[src/rtl/counter_pkg.sv]
// counter_pkg: shared constants and helpers for the counter block.
//   COUNTER_DEFAULT_SIZE : default count register width
//   max_count(size)      : largest value a size-bit counter reaches (2^size - 1)
package counter_pkg;

  localparam int COUNTER_DEFAULT_SIZE = 5;

  // Shift a full 32-bit mask down so size==32 needs no 33-bit intermediate.
  function automatic logic [31:0] max_count(input int size);
    return 32'hFFFF_FFFF >> (32 - size);
  endfunction

endpackage

[src/rtl/counter_incr.sv]
// counter_incr: combinational Size-bit incrementer.
//   i_value : operand
//   o_sum   : (i_value + 1) mod 2^Size
//   o_carry : carry out of the MSB (high only when i_value is all ones)
module counter_incr
  import counter_pkg::*;
#(
  parameter int Size = COUNTER_DEFAULT_SIZE
) (
  input  logic [Size-1:0] i_value,
  output logic [Size-1:0] o_sum,
  output logic            o_carry
);

  always_comb begin
    {o_carry, o_sum} = {1'b0, i_value} + {{Size{1'b0}}, 1'b1};
  end

endmodule

[src/rtl/counter.sv]
// counter: free-running Size-bit binary up-counter with registered wrap flag.
//   clock : rising-edge clock
//   reset : asynchronous active-low reset; clears count and wrap immediately
//   count : current count, straight from the register
//   wrap  : high for the one cycle in which count has just rolled over to 0
module counter
  import counter_pkg::*;
#(
  parameter int Size = COUNTER_DEFAULT_SIZE
) (
  input  logic            clock,
  input  logic            reset,
  output logic [Size-1:0] count,
  output logic            wrap
);

  if (Size < 1 || Size > 32) begin : g_size_check
    $error("counter: Size must be in the range 1..32");
  end

  localparam logic [Size-1:0] MaxCount = Size'(max_count(Size));

  logic [Size-1:0] r_count;
  logic            r_wrap;
  logic [Size-1:0] w_sum;
  logic            w_carry;

  counter_incr #(
    .Size(Size)
  ) u_incr (
    .i_value(r_count),
    .o_sum  (w_sum),
    .o_carry(w_carry)
  );

  // The incrementer's carry is registered as wrap, so wrap lines up with
  // the cycle in which count reads 0 after a rollover.
  always_ff @(posedge clock or negedge reset) begin
    if (!reset) begin
      r_count <= '0;
      r_wrap  <= 1'b0;
    end else begin
      r_count <= w_sum;
      r_wrap  <= w_carry;
    end
  end

  // Carry out of the incrementer must coincide with the terminal count.
  always_comb begin
    if (reset) begin
      assert (w_carry == (r_count == MaxCount));
    end
  end

  assign count = r_count;
  assign wrap  = r_wrap;

endmodule

[config.mk]
export PLATFORM = sky130hd
export DESIGN_NAME = counter
export DESIGN_NICKNAME = d
export VERILOG_FILES = /design/src/rtl/counter_pkg.sv /design/src/rtl/counter_incr.sv /design/src/rtl/counter.sv
export SDC_FILE = /design/constraint.sdc
export NUM_CORES = 1
export LEC_CHECK = 0
export ABC_AREA = 0
export CORE_AREA = 10 10 47 49
export DETAILED_ROUTE_END_ITERATION = 8
export DIE_AREA = 0 0 57 59
export DONT_BUFFER_PORTS = 1
export GPL_TIMING_DRIVEN = 0
export PLACE_DENSITY = 0.37
export RECOVER_POWER = 50
export SYNTH_ARGS = -nofsm -noshare
export SYNTH_HDL_FRONTEND = slang
export SYNTH_HIERARCHICAL = 1
export SYNTH_SLANG_ARGS = --single-unit
[constraint.sdc]
create_clock -name clock -period 0.9 [get_ports clock]
set_input_delay 0.09 -clock clock [delete_from_list [all_inputs] [get_ports clock]]
set_output_delay 0.09 -clock clock [all_outputs]
set_load 0.02 [all_outputs]
* Word-level counts from Yosys, hierarchy flattened *
Index checks and enable logic that the tools add are counted.

cells by class
  $add $sub $neg = 1
  multipliers = 0
  div/mod/pow operators = 0
  order comparisons = 0
  equality and inequality tests = 0
  shift-type cells = 0
  multiplexer cells = 0
  bitwise logic cells = 0
  reductions and logical operators = 0

operator list
  kind                 count
  $add 5x1->6 const B  1

word-level totals
  flip-flop bits (word level) = 6
  bits in latches = 0
  memory bits (writable) = 0
  memory bits (read-only) = 0
  bits of input ports = 2
  output and inout port bits = 6
  word-level logic and storage cells = 3
  memories kept = 0

* Longest topological paths before layout *
Gate-level depths: netlist of the first run.

  depth in word-level cells = 1
  mapped depth = 3

* By module *
Netlist of the first run, hierarchy kept.

by module, submodules not included
  module        times used  cells an instance  area each (µm²)  seq. area each (µm²)
  counter       1           6                  150.1            150.1
  counter_incr  1           10                 65.1             0.0

* Worst setup path before layout of the first run *
Ideal clock, no wire load.

  kind = reg2reg
  start point = register r_count[0] (netlist: count[0])
  end point = register r_count[4] (netlist: count[4])
  arrival time = 0.911 ns
  required time = 0.771 ns
  path slack = -0.141 ns
  cell stages (with the launch flop) = 4
  period minus slack after synthesis = 1.041 ns
  path through = dfrtp_1 ha_1 nand3_1 xnor2_1

between the ends
  cells in the longest elaborated chain, start to end = 1

RTL lines
  element                 RTL line            RTL
  from (decl)             counter.sv:23       logic [Size-1:0] r_count;
  from (signal assigned)  counter.sv:43       r_count <= w_sum;
  $add 5x1->6             counter_incr.sv:16  {o_carry, o_sum} = {1'b0, i_value} + {{Size{1'b0}}, 1'b1};
  via w_sum[4]            counter.sv:25       logic [Size-1:0] w_sum;

The timed path passes the listed nets, and every way through them passes these cells.

* Worst setup path after layout of the first run *
Same ends and word-level chain as after synthesis.

==> results of run 1 <==
metrics by stage:
stage | instances | setup WS (ns)
final | 37 | -0.06252
after global routing | 37 | -0.1071
after CTS | 37 | -0.07523
after detailed placement | 32 | -0.05987
after global placement | 32 | -0.06560
after floorplan | 16 | -0.02416
layout by cell type, fill, tap and decap left out, drive strengths merged:
cell / Yosys / final
nand3: 3 / 3
clkbuf: 0 / 4
inv: 1 / 1
xor2: 1 / 1
ha: 1 / 1
dfrtp: 6 / 6
dlygate4sd3: 0 / 1
nor2: 1 / 1
xnor2: 2 / 2
nand2: 1 / 1
registers in the layout (all words and copies together), names as in the netlist:
register and cells:
count 5, wrap 1
repair_timing:
action | in CTS | in global routing
endpoints found under the setup margin | 4 | 3
endpoints found under the hold margin | 6 | 0
gates resized for setup | 1 | 0
hold buffers | 1 | 0
routing by layer:
metal	wire, um	up-vias
li1	-	62
met1	191	53
met2	183	9
met3	78	0
met4	0	0
met5	0	-
how the worst max path moves through the flow:
stage / from / to / slack (ns) / cells after the start
after CTS: count[1] / count[4] / -0.08 / 3
after global routing: count[1] / count[4] / -0.11 / 3
final: count[0] / count[4] / -0.06 / 3
after floorplan: count[0] / count[2] / -0.02 / 2
after detailed placement: count[1] / count[4] / -0.06 / 3
after global placement: count[2] / count[3] / -0.07 / 2
kinds of logic (layout without fill, tap and decap cells):
group,count (synthesis),in the layout,synth area share [%]
xor+xnor,3,3,12.21
fa+ha+maj,1,1,5.813
buf+inv,1,6,1.743
flops,6,6,69.77
simple gates,5,5,10.46
cell usage after synthesis (all sizes together):
cell,count
xor2,1
dfrtp,6
nand2,1
ha,1
nand3,3
xnor2,2
inv,1
nor2,1
cell type report:
cell class              count  area share, %
multi-input cells           9          26.92
flip-flops and latches      6          52.56
inverters                   1          1.282
clock buffers               4          8.974
well taps                  16          6.838
repair buffers              1          3.419
power by group:
group	leakage, nW	internal, mW	switching (mW)	total [mW]
combinational	0.0379	0.00300	0.00502	0.00802
clock	0.0150	0.168	0.0970	0.265
sequential	0.0709	0.270	0	0.270
critical path, stage by stage (launching register included):
cell and delay, ns:
sky130_fd_sc_hd__dfrtp_2 0.47, sky130_fd_sc_hd__ha_4 0.17, sky130_fd_sc_hd__nand3_2 0.06, sky130_fd_sc_hd__xnor2_1 0.13
==> results.txt, run 1 <==
----------------------------------------------------
[GRT]
  Number of global-route vias before repair ... 139
  M3 GR Usage ... 4.506%
  Met2 layer usage reported by global route ... 3.256%
  Sum of overflow across all layers after global routing ... 0
  Global-route usage over all layers ... 3.160%
  Antenna violations before repair ... 0
  Largest net degree at the start of global routing ... 7
  Wire length of the first global-routing pass ... 696 um
  GR peak layer ... met3
  Routing usage on met1 ... 2.983%

[STA]
  Setup TNS Final ... -0.1125 ns
  Final Hold Vio Count ... 0
  Final worst path period need ... 0.9625 ns
  Achievable Freq ... 1039 MHz
  Worst clock skew ... 0.007177 ns
  Number of slew-limit violations in the final report ... 0
  Setup violators final ... 2
  RSZ-0062 raised after global routing ... true
  Fraction of the cycle the final worst path needs ... 106.9%
  Post-route worst hold slack ... 0.1577 ns
  PnR worst setup slack ... -0.06252 ns
  Pin slew with the least headroom to its limit ... 0.3287 ns
  Worst relative slew slack ... 78.08%

[Min path]
  Class of the most critical hold timing path ... in2async

[Synthesis]
  Cell count after synthesis ... 16
  Proportion of netlist area held by the largest area contributor ... 69.77%
  Warning count from the yosys run ... 6
  Post-synth cell types ... 8
  Synth area leaders ... sky130_fd_sc_hd__dfrtp_1 (70%), sky130_fd_sc_hd__xnor2_1 (8.1%), sky130_fd_sc_hd__nand3_1 (7.0%)
  Area leader, netlist ... sky130_fd_sc_hd__dfrtp_1
  Register area share after synthesis ... 69.77%
  Average cell area after synthesis ... 13.45 um2
  Post-Synthesis Cell Area ... 215.2 um2
  #FFs+latches synth ... 6
  Net count after synthesis ... 19

[Worst setup path]
  Data required time at the worst endpoint ... 1.02 ns
  Reg2reg start ... count[0]
  Reg2reg setup slack ... -0.06 ns
  Critical path type ... reg2reg
  Capturing element type of the critical path ... flip-flop
  CP startpoint kind ... flip-flop
  Worst-path maximum fanout ... 5
  R2R depth ... 3
  Endpoint of the worst register-to-register path ... count[4]
  Arrival @ worst endpoint ... 1.08 ns

[Routing]
  Final routed DRC violation total ... 0
  Average wire per standard cell ... 12.24 um
  Via total after detailed routing ... 124
  Remaining number of nets flagged by the antenna check after routing ... 0
  Final wirelength ... 453 um
  Detailed Route Iter0 Violations ... 1
  Pre-antenna DRT Iters ... 4
  Routed vias/inst ... 3.351

[Pwr]
  Leak Pwr ... 0.1238 nW
  Largest voltage drop on the vdd net ... 0.5494 mV
  Post-layout power ... 0.5434 mW
  Pwr/cell area ... 1856 mW/mm2

[Place]
  Instance area after placement ... 255.2 um2
  Port bufs ... 0
  Gpl congestion ... 0.6674

[Finish]
  Multi-input gate area in the final layout ... 78.83 um2
  Total Nets Final ... 25
  Final design instance area without fill ... 292.8 um2
  Flip-flop and latch area ... 153.9 um2
  Fraction of final layout cells sized beyond drive strength 1 ... 38.10%
  Post-Route Utilization ... 20.89%
  Area growth from synthesis to layout ... 36.05%
  Number of antenna cells inserted ... 0
  Number of filler cells placed in the layout ... 159

[Die]
  Initial standard-cell utilization of the core ... 15.36%
  Top-level port count ... 8
  Die outline height ... 59 um
  Die area ... 0.003363 mm2
  # rows ... 14
  Core box area ... 0.001401 mm2
  Die span in x ... 57 um

[Clocking]
  Master cell of the clock root buffer ... sky130_fd_sc_hd__clkbuf_4
  CTS tree ... done
  Number of clock sinks ... 6
  Clock Tree Buf Depth ... 2
  CTS clk-pin slew, worst paths ... 0.05 ns
  Clk_lat worst skew ... 0.24 ns
  Post-CTS Repair Setup Buffers ... 0
  Count of H-tree levels built during CTS ... 1
  CTS Buf Count ... 3

[Status]
  Run status ... finished, violations left
  Violations in the final reports ... setup timing

[Run]
  Max Cap Violations ... 0

----------------------------------------------------
Power figures use the tool's default switching activity.
==> run 2: changes to the inputs <==
- MAX_ROUTING_LAYER: not set -> met4
==> results.txt, run 2 (same netlist as run 1, synthesis figures left out) <==
----------------------------------------------------
[Worst setup path]
  Cells along the critical path ... ha_4, nand3_2, xnor2_1
  Worst-path maximum fanout ... 5
  Critical path type ... reg2reg
  Crit-path slowest cell ... sky130_fd_sc_hd__dfrtp_2
  Category of cells accounting for the largest share of critical-path delay ... flip-flops
  CP startpoint kind ... flip-flop
  Number of buffers and inverters on the critical path ... 0
  Arrival @ worst endpoint ... 1.08 ns
  Capturing element type of the critical path ... flip-flop
  Crit path largest cell delay ... 0.47 ns
  Data required time at the worst endpoint ... 1.02 ns

[Status]
  Violations in the final reports ... setup timing
  Run status ... finished, violations left

[Clocking]
  Master cell of the clock root buffer ... sky130_fd_sc_hd__clkbuf_4
  Clock Tree Buf Depth ... 2
  Number of clock sinks ... 6
  Clk_lat worst skew ... 0.24 ns
  CTS clk-pin slew, worst paths ... 0.05 ns
  CTS Buf Count ... 3
  Count of H-tree levels built during CTS ... 1
  CTS tree ... done

[STA]
  Fraction of the cycle the final worst path needs ... 106.9%
  Achievable Freq ... 1039 MHz
  PnR worst setup slack ... -0.06253 ns
  Final Hold Vio Count ... 0
  Number of slew-limit violations in the final report ... 0
  Final worst path period need ... 0.9625 ns
  RSZ-0062 raised after global routing ... true
  Worst clock skew ... 0.007181 ns
  Setup violators final ... 2
  Setup TNS Final ... -0.1125 ns
  Worst relative slew slack ... 78.08%
  Post-route worst hold slack ... 0.1577 ns
  Pin slew with the least headroom to its limit ... 0.3287 ns

[Die]
  Die area ... 0.003363 mm2
  Die span in x ... 57 um
  # rows ... 14
  Top-level port count ... 8
  Initial standard-cell utilization of the core ... 15.36%
  Die outline height ... 59 um
  Core box area ... 0.001401 mm2

[Routing]
  Average wire per standard cell ... 12.24 um
  Routed vias/inst ... 3.351
  Final wirelength ... 453 um
  Pre-antenna DRT Iters ... 4
  Remaining number of nets flagged by the antenna check after routing ... 0
  Detailed Route Iter0 Violations ... 1
  Final routed DRC violation total ... 0
  Via total after detailed routing ... 124

[Place]
  Port bufs ... 0
  Instance area after placement ... 255.2 um2
  Pre-CTS setup slack ... -0.05987 ns
  Gpl congestion ... 0.6738
  Post-placement cell count ... 32

[Min path]
  Class of the most critical hold timing path ... in2async

[Finish]
  Area growth from synthesis to layout ... 36.05%
  Post-Route Utilization ... 20.89%
  Fraction of final layout cells sized beyond drive strength 1 ... 38.10%
  Leading cell types in the layout, fill and taps excluded ... sky130_fd_sc_hd__clkbuf_4 (3), sky130_fd_sc_hd__dfrtp_2 (3), sky130_fd_sc_hd__dfrtp_1 (3)
  Post-layout instance count excluding filler cells ... 37
  Total Nets Final ... 25
  Number of filler cells placed in the layout ... 159
  Number of flip-flops under the largest register name ... 5
  Number of antenna cells inserted ... 0
  Final design instance area without fill ... 292.8 um2

[GRT]
  Largest net degree at the start of global routing ... 7
  Global-route usage over all layers ... 3.249%
  Wire length of the first global-routing pass ... 690 um
  Number of global-route vias before repair ... 136
  Antenna violations before repair ... 0
  Sum of overflow across all layers after global routing ... 0

[Run]
  Max Cap Violations ... 0

[Pwr]
  Largest voltage drop on the vdd net ... 0.5494 mV
  Pwr/cell area ... 1856 mW/mm2
  Leak Pwr ... 0.1238 nW
  Post-layout power ... 0.5434 mW

----------------------------------------------------
-- run 2: timing repair --
item	4_1_cts	5_1_grt
endpoints found under the setup margin	4	3
endpoints found under the hold margin	6	0
hold buffers	1	0
resized for setup	1	0
buffers inserted	0	0
cloned	0	0
-- run 2: path summary, 6_finish.rpt --
kind                           from       end  slack (ns)  cells after the start
setup / recovery           count[0]  count[4]       -0.06                      3
hold / removal                reset  count[2]        0.16                      1
setup reg to reg           count[0]  count[4]       -0.06                      3
hold reg to reg            count[0]  count[0]        0.57                      1
min in group clock         count[0]  count[0]        0.57                      1
max in group asynchronous     reset  count[0]        0.51                      1
-- run 2: layer usage --
metal	share of wire [%]	vias to the layer above	GRT usage [%]
li1	-	62	-
met1	42	53	2.983
met2	40	9	3.256
met3	17	0	4.506
met4	0	0	2.013
met5	0	-	-
-- run 2: power by group --
| group | total, mW | internal, mW | switching, mW |
|---|---|---|---|
| sequential | 0.270 | 0.270 | 0 |
| combinational | 0.00802 | 0.00300 | 0.00502 |
| clock | 0.265 | 0.168 | 0.0970 |
-- run 2: cell type report --
class	count	area, um2	share of cell area [%]
Multi-Input combinational cell	9	78.83	26.92
Inverter	1	3.754	1.282
Sequential cell	6	153.9	52.56
Tap cell	16	20.02	6.838
Timing Repair Buffer	1	10.01	3.419
Clock buffer	4	26.28	8.974
==> run 3: changes to the inputs <==
- CTS_BUF_LIST: not set -> sky130_fd_sc_hd__clkbuf_4
==> results.txt, run 3 (same netlist as run 1, synthesis figures left out) <==
----------------------------------------------------
[STA]
  Number of slew-limit violations in the final report ... 0
  PnR worst setup slack ... -0.06511 ns
  Final worst path period need ... 0.9651 ns
  RSZ-0062 raised after global routing ... true
  Pin slew with the least headroom to its limit ... 0.3287 ns
  Worst relative slew slack ... 78.09%
  Final Hold Vio Count ... 0
  Achievable Freq ... 1036 MHz
  Fraction of the cycle the final worst path needs ... 107.2%
  Worst clock skew ... 0.008544 ns
  Setup violators final ... 2

[Place]
  Port bufs ... 0
  Instance area after placement ... 255.2 um2
  Gpl congestion ... 0.6738

[Worst setup path]
  Critical Path Source ... count[0]
  Reg2reg start ... count[0]
  Endpoint of the worst register-to-register path ... count[4]
  Capturing element type of the critical path ... flip-flop
  Reg2reg setup slack ... -0.07 ns
  Critical path type ... reg2reg
  Data required time at the worst endpoint ... 1.02 ns
  Worst setup path endpoint ... count[4]
  Worst-path maximum fanout ... 5
  CP startpoint kind ... flip-flop
  R2R depth ... 3
  Arrival @ worst endpoint ... 1.08 ns

[GRT]
  Wire length of the first global-routing pass ... 669 um
  Sum of overflow across all layers after global routing ... 0
  Antenna violations before repair ... 0
  Global-route usage over all layers ... 3.118%
  Largest net degree at the start of global routing ... 7
  Number of global-route vias before repair ... 132

[Die]
  # rows ... 14
  Initial standard-cell utilization of the core ... 15.36%
  Die area ... 0.003363 mm2
  Core box area ... 0.001401 mm2
  Top-level port count ... 8
  Die span in x ... 57 um
  Die outline height ... 59 um

[Pwr]
  Part of the power in combinational logic ... 1.4%
  Share of power burned in registers ... 46.9%
  Sw Share ... 18.18%
  Leak Pwr ... 0.1272 nW
  Reported net switching power ... 0.1048 mW
  Share of power burned in the clock network ... 51.7%
  Largest voltage drop on the vdd net ... 0.5755 mV
  Pwr/cell area ... 1944 mW/mm2
  Total internal power ... 0.4716 mW

[Finish]
  Most common cell after layout, fill and taps aside ... sky130_fd_sc_hd__clkbuf_4
  Area growth from synthesis to layout ... 37.79%
  Number of antenna cells inserted ... 0
  Leading cell types in the layout, fill and taps excluded ... sky130_fd_sc_hd__clkbuf_4 (4), sky130_fd_sc_hd__dfrtp_2 (3), sky130_fd_sc_hd__dfrtp_1 (3)
  Number of flip-flops under the largest register name ... 5
  Post-Route Utilization ... 21.16%
  Fraction of final layout cells sized beyond drive strength 1 ... 42.86%
  Number of filler cells placed in the layout ... 157
  Flip-flop and latch area ... 153.9 um2
  Multi-input gate area in the final layout ... 78.83 um2
  Final design instance area without fill ... 296.5 um2
  Total Nets Final ... 25

[Clocking]
  Clock Tree Buf Depth ... 2
  Clk_lat worst skew ... 0.25 ns
  CTS Buf Count ... 3
  Count of H-tree levels built during CTS ... 1
  CTS clk-pin slew, worst paths ... 0.05 ns
  CTS tree ... done
  Master cell of the clock root buffer ... sky130_fd_sc_hd__clkbuf_4
  Number of clock sinks ... 6
  Post-CTS Repair Setup Buffers ... 0

[Status]
  Run status ... finished, violations left
  Violations in the final reports ... setup timing

[Routing]
  Detailed Route Iter0 Violations ... 1
  Final wirelength ... 441 um
  Final routed DRC violation total ... 0
  Average wire per standard cell ... 11.92 um
  Pre-antenna DRT Iters ... 4
  Remaining number of nets flagged by the antenna check after routing ... 0
  Routed vias/inst ... 3.351
  Via total after detailed routing ... 124

[Min path]
  Class of the most critical hold timing path ... in2async

[Run]
  Max Cap Violations ... 0

----------------------------------------------------
==> run 3: cell count changes in the layout (fill, tap and decap cells not counted) <==
cell,change
sky130_fd_sc_hd__clkbuf_4,+1
sky130_fd_sc_hd__clkbuf_1,-1
==> run 3: final cells by class <==
type,count,share of cell area (%)
clock buffer,4,10.13
inverter,1,1.266
multi-input combinational,9,26.58
sequential,6,51.90
tap,16,6.751
timing repair buffer,1,3.376
==> run 3: power by group through the flow <==
stage / logic, mW / clock network [mW] / registers, mW
floorplan: 0.0000000337 / 0 / 0.275
global placement: 0.0000000337 / 0 / 0.275
detailed placement: 0.0000000337 / 0 / 0.275
CTS: 0.00858 / 0.311 / 0.270
global route: 0.00942 / 0.329 / 0.270
finish: 0.00797 / 0.298 / 0.270
==> run 3: critical path, cell delays in order, from the launching register on <==
cell	delay (ns)
sky130_fd_sc_hd__dfrtp_2	0.47
sky130_fd_sc_hd__ha_4	0.17
sky130_fd_sc_hd__nand3_2	0.06
sky130_fd_sc_hd__xnor2_1	0.13
==> run 3: metrics by stage <==
step / TNS, ns / worst slack, ns / hold slack, ns / instances / total power [mW]
2_1_floorplan: -0.03580 / -0.02416 / -0.2056 / 16 / 0.2747
3_3_place_gp: -0.1680 / -0.06560 / -0.2054 / 32 / 0.2747
3_5_place_dp: -0.1690 / -0.05987 / -0.2053 / 32 / 0.2747
4_1_cts: -0.1275 / -0.07150 / 0.1569 / 37 / 0.5904
5_1_grt: -0.2207 / -0.1054 / 0.1666 / 37 / 0.6088
6_report: -0.1156 / -0.06511 / 0.1545 / 37 / 0.5764
==> run 3: per-layer routing <==
layer	routed length (um)	up-vias	part of all wire, %	global-route usage [%]
met5	0	-	0	-
met4	0	0	0	2.013
met3	78	0	18	4.506
met2	167	9	38	2.946
met1	195	53	44	2.871
li1	-	62	-	-
==> run 3: what timing repair did <==
action                                  4_1_cts  5_1_grt
pin swaps                                     0        0
endpoints found under the setup margin        4        3
hold endpoints to repair                      6        0
gates resized for setup                       1        0
hold buffers                                  1        0
==> run 3: worst min path at each step <==
| stage | from | endpoint | slack (ns) | depth (start not counted) |
|---|---|---|---|---|
| 2_1_floorplan | reset | count[0] | -0.21 | 0 |
| 3_3_place_gp | reset | count[3] | -0.21 | 0 |
| 3_5_place_dp | reset | count[3] | -0.21 | 0 |
| 4_1_cts | reset | count[2] | 0.16 | 1 |
| 5_1_grt | reset | count[2] | 0.17 | 1 |
| 6_report | reset | count[2] | 0.15 | 1 |
